--- src/rtl/bubble_pkg.sv ---
// +-------------------------------------------------------------------------+
// | bubble_pkg : opcode constants, field positions and decoded-instr struct |
// | Revision   : 1.0                                                        |
// +-------------------------------------------------------------------------+
`default_nettype none

package bubble_pkg;

  localparam logic [5:0] c_op_rtype = 6'h00;
  localparam logic [5:0] c_op_addi  = 6'h08;
  localparam logic [5:0] c_op_lw    = 6'h23;
  localparam logic [5:0] c_op_sw    = 6'h2B;
  localparam logic [5:0] c_op_beq   = 6'h04;
  localparam logic [5:0] c_op_bne   = 6'h05;
  localparam logic [5:0] c_op_j     = 6'h02;

  localparam int c_opcode_lsb = 26;
  localparam int c_rs_lsb     = 21;
  localparam int c_rt_lsb     = 16;
  localparam int c_rd_lsb     = 11;
  localparam int c_shamt_lsb  = 6;
  localparam int c_funct_lsb  = 0;

  typedef enum logic [1:0] {
    IMM_NONE   = 2'd0,
    IMM_SEXT16 = 2'd1,
    IMM_ZEXT26 = 2'd2
  } imm_sel_e;

  typedef struct packed {
    logic [5:0] opcode;
    logic [5:0] funct;
    logic [4:0] shamt;
    logic [4:0] rs;
    logic [4:0] rt;
    logic [4:0] dest;
    imm_sel_e   imm_sel;
    logic       reg_write;
    logic       is_load;
    logic       is_store;
    logic       is_branch;
    logic       is_jump;
    logic       illegal;
  } decoded_t;

  function automatic decoded_t decode_ir(input logic [31:0] ir);
    decoded_t d;
    d        = '0;
    d.opcode = ir[c_opcode_lsb +: 6];
    d.funct  = ir[c_funct_lsb +: 6];
    d.shamt  = ir[c_shamt_lsb +: 5];
    d.rs     = ir[c_rs_lsb +: 5];
    d.rt     = ir[c_rt_lsb +: 5];
    case (d.opcode)
      c_op_rtype: d.dest = ir[c_rd_lsb +: 5];
      c_op_addi: begin
        d.dest    = ir[c_rt_lsb +: 5];
        d.imm_sel = IMM_SEXT16;
      end
      c_op_lw: begin
        d.dest    = ir[c_rt_lsb +: 5];
        d.imm_sel = IMM_SEXT16;
        d.is_load = 1'b1;
      end
      c_op_sw: begin
        d.imm_sel  = IMM_SEXT16;
        d.is_store = 1'b1;
      end
      c_op_beq, c_op_bne: begin
        d.imm_sel   = IMM_SEXT16;
        d.is_branch = 1'b1;
      end
      c_op_j: begin
        d.imm_sel = IMM_ZEXT26;
        d.is_jump = 1'b1;
      end
      default: d.illegal = 1'b1;
    endcase
    d.reg_write = (d.dest != 5'd0);
    return d;
  endfunction

endpackage

`default_nettype wire

--- src/rtl/reg_file.sv ---
// +-------------------------------------------------------------------------+
// | reg_file : NREG x XLEN register file, two async read, one write port    |
// | Revision : 1.0                                                          |
// +-------------------------------------------------------------------------+
`default_nettype none

module reg_file #(
  parameter int XLEN = 32,
  parameter int NREG = 32
) (
  input  logic            clk,
  input  logic            reset,
  input  logic [4:0]      rs_addr,
  input  logic [4:0]      rt_addr,
  output logic [XLEN-1:0] rs_data,
  output logic [XLEN-1:0] rt_data,
  input  logic            wb_en,
  input  logic [4:0]      wb_addr,
  input  logic [XLEN-1:0] wb_data
);

  localparam int AW = (NREG > 1) ? $clog2(NREG) : 1;

  logic [XLEN-1:0] r_mem [NREG];

  // Register 0 is never written, so it stays at its reset value of zero.
  function automatic logic [XLEN-1:0] read_port(input logic [4:0] addr);
    if (addr == 5'd0 || 32'(addr) >= NREG) begin
      return '0;
    end
    return r_mem[addr[AW-1:0]];
  endfunction

  assign rs_data = read_port(rs_addr);
  assign rt_data = read_port(rt_addr);

  always_ff @(posedge clk or posedge reset) begin
    if (reset) begin
      for (int i = 0; i < NREG; i++) begin
        r_mem[i] <= '0;
      end
    end else if (wb_en && wb_addr != 5'd0 && 32'(wb_addr) < NREG) begin
      r_mem[wb_addr[AW-1:0]] <= wb_data;
    end
  end

endmodule

`default_nettype wire

--- src/rtl/instr_decode.sv ---
// +-------------------------------------------------------------------------+
// | instr_decode : decode stage with one-entry output register and regfile  |
// | Option       : ID_WB_BYPASS_EN forwards same-edge write-back to operands|
// | Revision     : 1.0                                                      |
// +-------------------------------------------------------------------------+
`default_nettype none

module instr_decode
  import bubble_pkg::*;
#(
  parameter int XLEN = 32,
  parameter int NREG = 32
) (
  input  logic            clk,
  input  logic            reset,
  input  logic            in_valid,
  output logic            in_ready,
  input  logic [XLEN-1:0] in_ir,
  input  logic [XLEN-1:0] in_pc,
  input  logic            flush,
  input  logic            wb_en,
  input  logic [4:0]      wb_addr,
  input  logic [XLEN-1:0] wb_data,
  output logic            out_valid,
  input  logic            out_ready,
  output logic [XLEN-1:0] out_pc,
  output logic [5:0]      out_opcode,
  output logic [5:0]      out_funct,
  output logic [4:0]      out_shamt,
  output logic [XLEN-1:0] out_rs_val,
  output logic [XLEN-1:0] out_rt_val,
  output logic [XLEN-1:0] out_imm,
  output logic [4:0]      out_dest,
  output logic            out_reg_write,
  output logic            out_is_load,
  output logic            out_is_store,
  output logic            out_is_branch,
  output logic            out_is_jump,
  output logic            out_illegal,
  output logic [15:0]     stall_cnt
);

  decoded_t        w_dec;
  logic [XLEN-1:0] w_imm;
  logic [XLEN-1:0] w_rs_rf;
  logic [XLEN-1:0] w_rt_rf;
  logic [XLEN-1:0] w_rs_val;
  logic [XLEN-1:0] w_rt_val;
  logic            w_accept;

  assign w_dec = decode_ir(in_ir[31:0]);

  always_comb begin
    w_imm = '0;
    case (w_dec.imm_sel)
      IMM_SEXT16: w_imm = {{(XLEN-16){in_ir[15]}}, in_ir[15:0]};
      IMM_ZEXT26: w_imm = {{(XLEN-26){1'b0}}, in_ir[25:0]};
      default:    w_imm = '0;
    endcase
  end

  reg_file #(
    .XLEN (XLEN),
    .NREG (NREG)
  ) u_reg_file (
    .clk     (clk),
    .reset   (reset),
    .rs_addr (w_dec.rs),
    .rt_addr (w_dec.rt),
    .rs_data (w_rs_rf),
    .rt_data (w_rt_rf),
    .wb_en   (wb_en),
    .wb_addr (wb_addr),
    .wb_data (wb_data)
  );

`ifdef ID_WB_BYPASS_EN
  assign w_rs_val = (wb_en && wb_addr != 5'd0 && wb_addr == w_dec.rs) ? wb_data : w_rs_rf;
  assign w_rt_val = (wb_en && wb_addr != 5'd0 && wb_addr == w_dec.rt) ? wb_data : w_rt_rf;
`else
  assign w_rs_val = w_rs_rf;
  assign w_rt_val = w_rt_rf;
`endif

  // Flush blocks acceptance so the coincident instruction is dropped.
  assign in_ready = (!out_valid || out_ready) && !flush;
  assign w_accept = in_valid && in_ready;

  always_ff @(posedge clk or posedge reset) begin
    if (reset) begin
      out_valid     <= 1'b0;
      out_pc        <= '0;
      out_opcode    <= '0;
      out_funct     <= '0;
      out_shamt     <= '0;
      out_rs_val    <= '0;
      out_rt_val    <= '0;
      out_imm       <= '0;
      out_dest      <= '0;
      out_reg_write <= 1'b0;
      out_is_load   <= 1'b0;
      out_is_store  <= 1'b0;
      out_is_branch <= 1'b0;
      out_is_jump   <= 1'b0;
      out_illegal   <= 1'b0;
      stall_cnt     <= '0;
    end else begin
      if (out_valid && !out_ready && stall_cnt != 16'hFFFF) begin
        stall_cnt <= stall_cnt + 16'd1;
      end
      if (w_accept) begin
        out_valid     <= 1'b1;
        out_pc        <= in_pc;
        out_opcode    <= w_dec.opcode;
        out_funct     <= w_dec.funct;
        out_shamt     <= w_dec.shamt;
        out_rs_val    <= w_rs_val;
        out_rt_val    <= w_rt_val;
        out_imm       <= w_imm;
        out_dest      <= w_dec.dest;
        out_reg_write <= w_dec.reg_write;
        out_is_load   <= w_dec.is_load;
        out_is_store  <= w_dec.is_store;
        out_is_branch <= w_dec.is_branch;
        out_is_jump   <= w_dec.is_jump;
        out_illegal   <= w_dec.illegal;
      end else if (flush || out_ready) begin
        out_valid <= 1'b0;
      end
    end
  end

endmodule

`default_nettype wire
--- config.mk ---
export PLATFORM = sky130hd
export DESIGN_NAME = instr_decode
export DESIGN_NICKNAME = d
export VERILOG_FILES = /design/src/rtl/bubble_pkg.sv /design/src/rtl/reg_file.sv /design/src/rtl/instr_decode.sv
export SDC_FILE = /design/constraint.sdc
export NUM_CORES = 2
export LEC_CHECK = 0
export ABC_AREA = 1
export CAP_MARGIN = 15
export CORE_MARGIN = 4
export CORE_UTILIZATION = 35
export CTS_CLUSTER_DIAMETER = 50
export DETAILED_ROUTE_END_ITERATION = 10
export PLACE_DENSITY = 0.51
export REMOVE_ABC_BUFFERS = 1
export SETUP_SLACK_MARGIN = 0.02
export SLEW_MARGIN = 20
export SYNTH_ARGS = -nofsm -noshare
export SYNTH_HDL_FRONTEND = slang
export SYNTH_HIERARCHICAL = 1
export SYNTH_SLANG_ARGS = --single-unit
--- constraint.sdc ---
create_clock -name clk -period 39.1 [get_ports clk]
set_input_delay 3.91 -clock clk [delete_from_list [all_inputs] [get_ports clk]]
set_output_delay 3.91 -clock clk [all_outputs]
set_load 0.01 [all_outputs]
==> out/metrics.yaml <==
drt:
  wirelength_mm: 257
  first_pass_iters: 7
  vias: 62200
  drtIter0Drc: 7227
  drc: 0
  ant_nets: 0
  vias_per_cell: 5.49
  wl_per_cell_um: 22.7
sta:
  post-route-min-period_ns: 9.05
  tightest_slew_ns: 1.32
  finalSetupViolations: 0
  layout_setup_ws_ns: 30.05
  hold_viol: 0
  tns_ns: 0
  max_freq_mhz: 111
  maxSlewHeadroom_pct: 12.0
  finalCritPeriodShare_pct: 23.1
  final-max-slew-violation-count: 0
  rsz0062_at_grt: "no"
  fin_skew_ns: 0.0297
run:
  cap_viol_max_count: 0
logic_synthesis:
  synth_top_area_cell: "dfrtp_1"
  syn_inst: 9080
  synth-compound-area-share_pct: 10.0
  synth-edff-count: 0
  synth_xor_xnor_area_share_pct: 0.208
  yosys.cell_types.count: 33
  synth_commonest_cells: "nand2_1 (3795), nand3_1 (1404), dfrtp_1 (1192)"
  yosysMostFrequentCell: "nand2_1"
  ys_seq_area_share_pct: 47.2
  ys_seq_elements: 1192
  syn_area_per_cell_sq_um: 6.96
  yosysWarnings: 6
  netlist_area_sq_um: 63200
  synth-async-reset-ratio_pct: 100
  yosys-top-cells-area: "dfrtp_1 (47%), nand2_1 (23%), nand3_1 (11%)"
  muxShareOfSynthArea_pct: 0
  yosys.area_share.simple_pct: 36.9
  synth_top_family_by_area: "simple AND/OR/NAND/NOR gates"
  netlist.area_leader.share_pct: 47.2
  synthAdderAreaFrac_pct: 0.0594
  synthFlopType: "dfrtp_1"
place:
  pre_cts_ws_ns: 30.04
  io_buffers: 280
  place_congestion: 0.800
  dp_hpwl_mm: 129
critical_path:
  arrival_ns: 5.14
  critPathKind: "in -> out"
  required_ns: 35.19
  cp-start-kind: "primary input"
  critPathMaxFanout: 3
  critPathCaptureType: "primary output"
grt:
  grt_max_degree: 195
  antenna_found_initial: 5
  grt-ovfl-total: 0
  grt_pass1_wl_mm: 385
  track_usage_pct: 26.8
  first_global_vias: 59400
power:
  finalPower_mw: 3.96
  pwr_density_cell_nw_per_um2: 54.4
  p_leak_nw: 34.2
  ir_drop_uv: 36.6
clocking:
  numCtsBuffers: 167
  cts_resized: 0
  clk_latency_ns: 0.79
  root_buffer: "clkbuf_16"
  cts.sinks: 1192
  clockBufferDepth: 3
  cts_tree: "built"
  cts_max_level: 4
  post-cts-setup-buffers: 0
  cts.clk_slew.worst_paths_ns: 0.05
  cts_hold_buf: 0
floorplanning:
  die_h_um: 433
  dieArea_sq_um: 187000
  initial_core_util_pct: 35.3
  io_pins: 281
  core_area_sq_um: 179000
  fp.dieW_um: 433
  num_rows: 155
finish:
  final_nets: 8934
  drive_above_1_share_pct: 4.97
  fill_cells: 18700
  syn_to_final_growth_pct: 15.2
  fin_util_pct: 40.7
hold_path:
  hp-class: "reg -> reg"
run_status:
  status: "completed"
placed cells by master, fill, tap and decap left out, types with 17 or more instances in the layout:
master,netlist,routed
bufinv_16,0,25
clkdlybuf4s50_1,0,270
o21ai_1,62,63
clkbuf_8,0,17
nor2_1,482,482
nand3_1,1404,1402
clkbuf_1,622,27
buf_4,6,83
inv_1,91,87
nand2_1,3795,3769
nand2_4,0,26
o21ai_0,931,930
clkinv_2,0,24
inv_6,0,25
a21oi_1,250,250
clkbuf_16,0,170
dfrtp_1,1192,1192
through the flow:
stage               std cells  hold WS [ns]  cell area [sq um]
floorplan                8286         0.374              60000
global placement        11000         0.386              66800
detailed placement      11000         0.388              66900
CTS                     11300         0.401              72700
global route            11300         0.414              72800
finish                  11300         0.395              72800
cells by family (layout without fill, tap and decap cells):
kind of cell	Yosys count	after routing
compound gates	1257	1257
xor+xnor	15	15
fa+ha+maj	3	3
buf+inv	903	789
flops	1192	1192
other cells	0	2
simple gates	5710	5710
state kept, by name (all words and copies together), names as in the netlist:
| signal | cells |
|---|---|
| out_dest | 5 |
| out_funct | 6 |
| out_illegal | 1 |
| out_imm | 27 |
| out_is_branch | 1 |
| out_is_jump | 1 |
| out_is_load | 1 |
| out_is_store | 1 |
| out_opcode | 6 |
| out_pc | 32 |
| out_reg_write | 1 |
| out_rs_val | 32 |
| out_rt_val | 32 |
| out_shamt | 5 |
| out_valid | 1 |
| stall_cnt | 16 |
| u_reg_file/r_mem | 1024 |
path summary, 6_finish.rpt:
path	end	from	cells past startpoint	slack (ns)
setup reg to reg	out_reg_write	out_valid	10	36.19
hold / removal	u_reg_file/r_mem[997]	u_reg_file/r_mem[997]	0	0.40
setup / recovery	in_ready	flush	3	30.05
max in group asynchronous	u_reg_file/r_mem[912]	reset	6	32.24
hold reg to reg	u_reg_file/r_mem[997]	u_reg_file/r_mem[997]	0	0.40
min in group asynchronous	u_reg_file/r_mem[1007]	reset	2	3.75
worst max-delay path: stages:
cell             delay, ns
clkdlybuf4s50_1       0.53
nor2_1                0.16
clkdlybuf4s50_1       0.54
report_power, final:
part | switching, mW | internal [mW]
sequential | 0.174 | 1.46
combinational | 0.431 | 0.274
clock | 0.614 | 1.00
layout make-up:
type                       instances  area, sq um  share of cell area (%)
clock inverter                    97         1300                    1.79
sequential                      1192        29800                    41.0
antenna                            2         5.00                 0.00688
inverter                         109          474                   0.652
timing repair buffer             369         3590                    4.93
tap                             2355         2950                    4.05
clock buffer                     214         4590                    6.31
multi-input combinational       6985        30000                    41.3
per-layer routing:
layer,global-route usage [%],vias up,routed length (um)
met5,0,-,9
met4,10.5,2,10400
met3,3.64,542,18600
met2,43.1,2660,115000
met1,36.7,30100,113000
li1,-,28800,-
(Power assumes the default switching activity.)
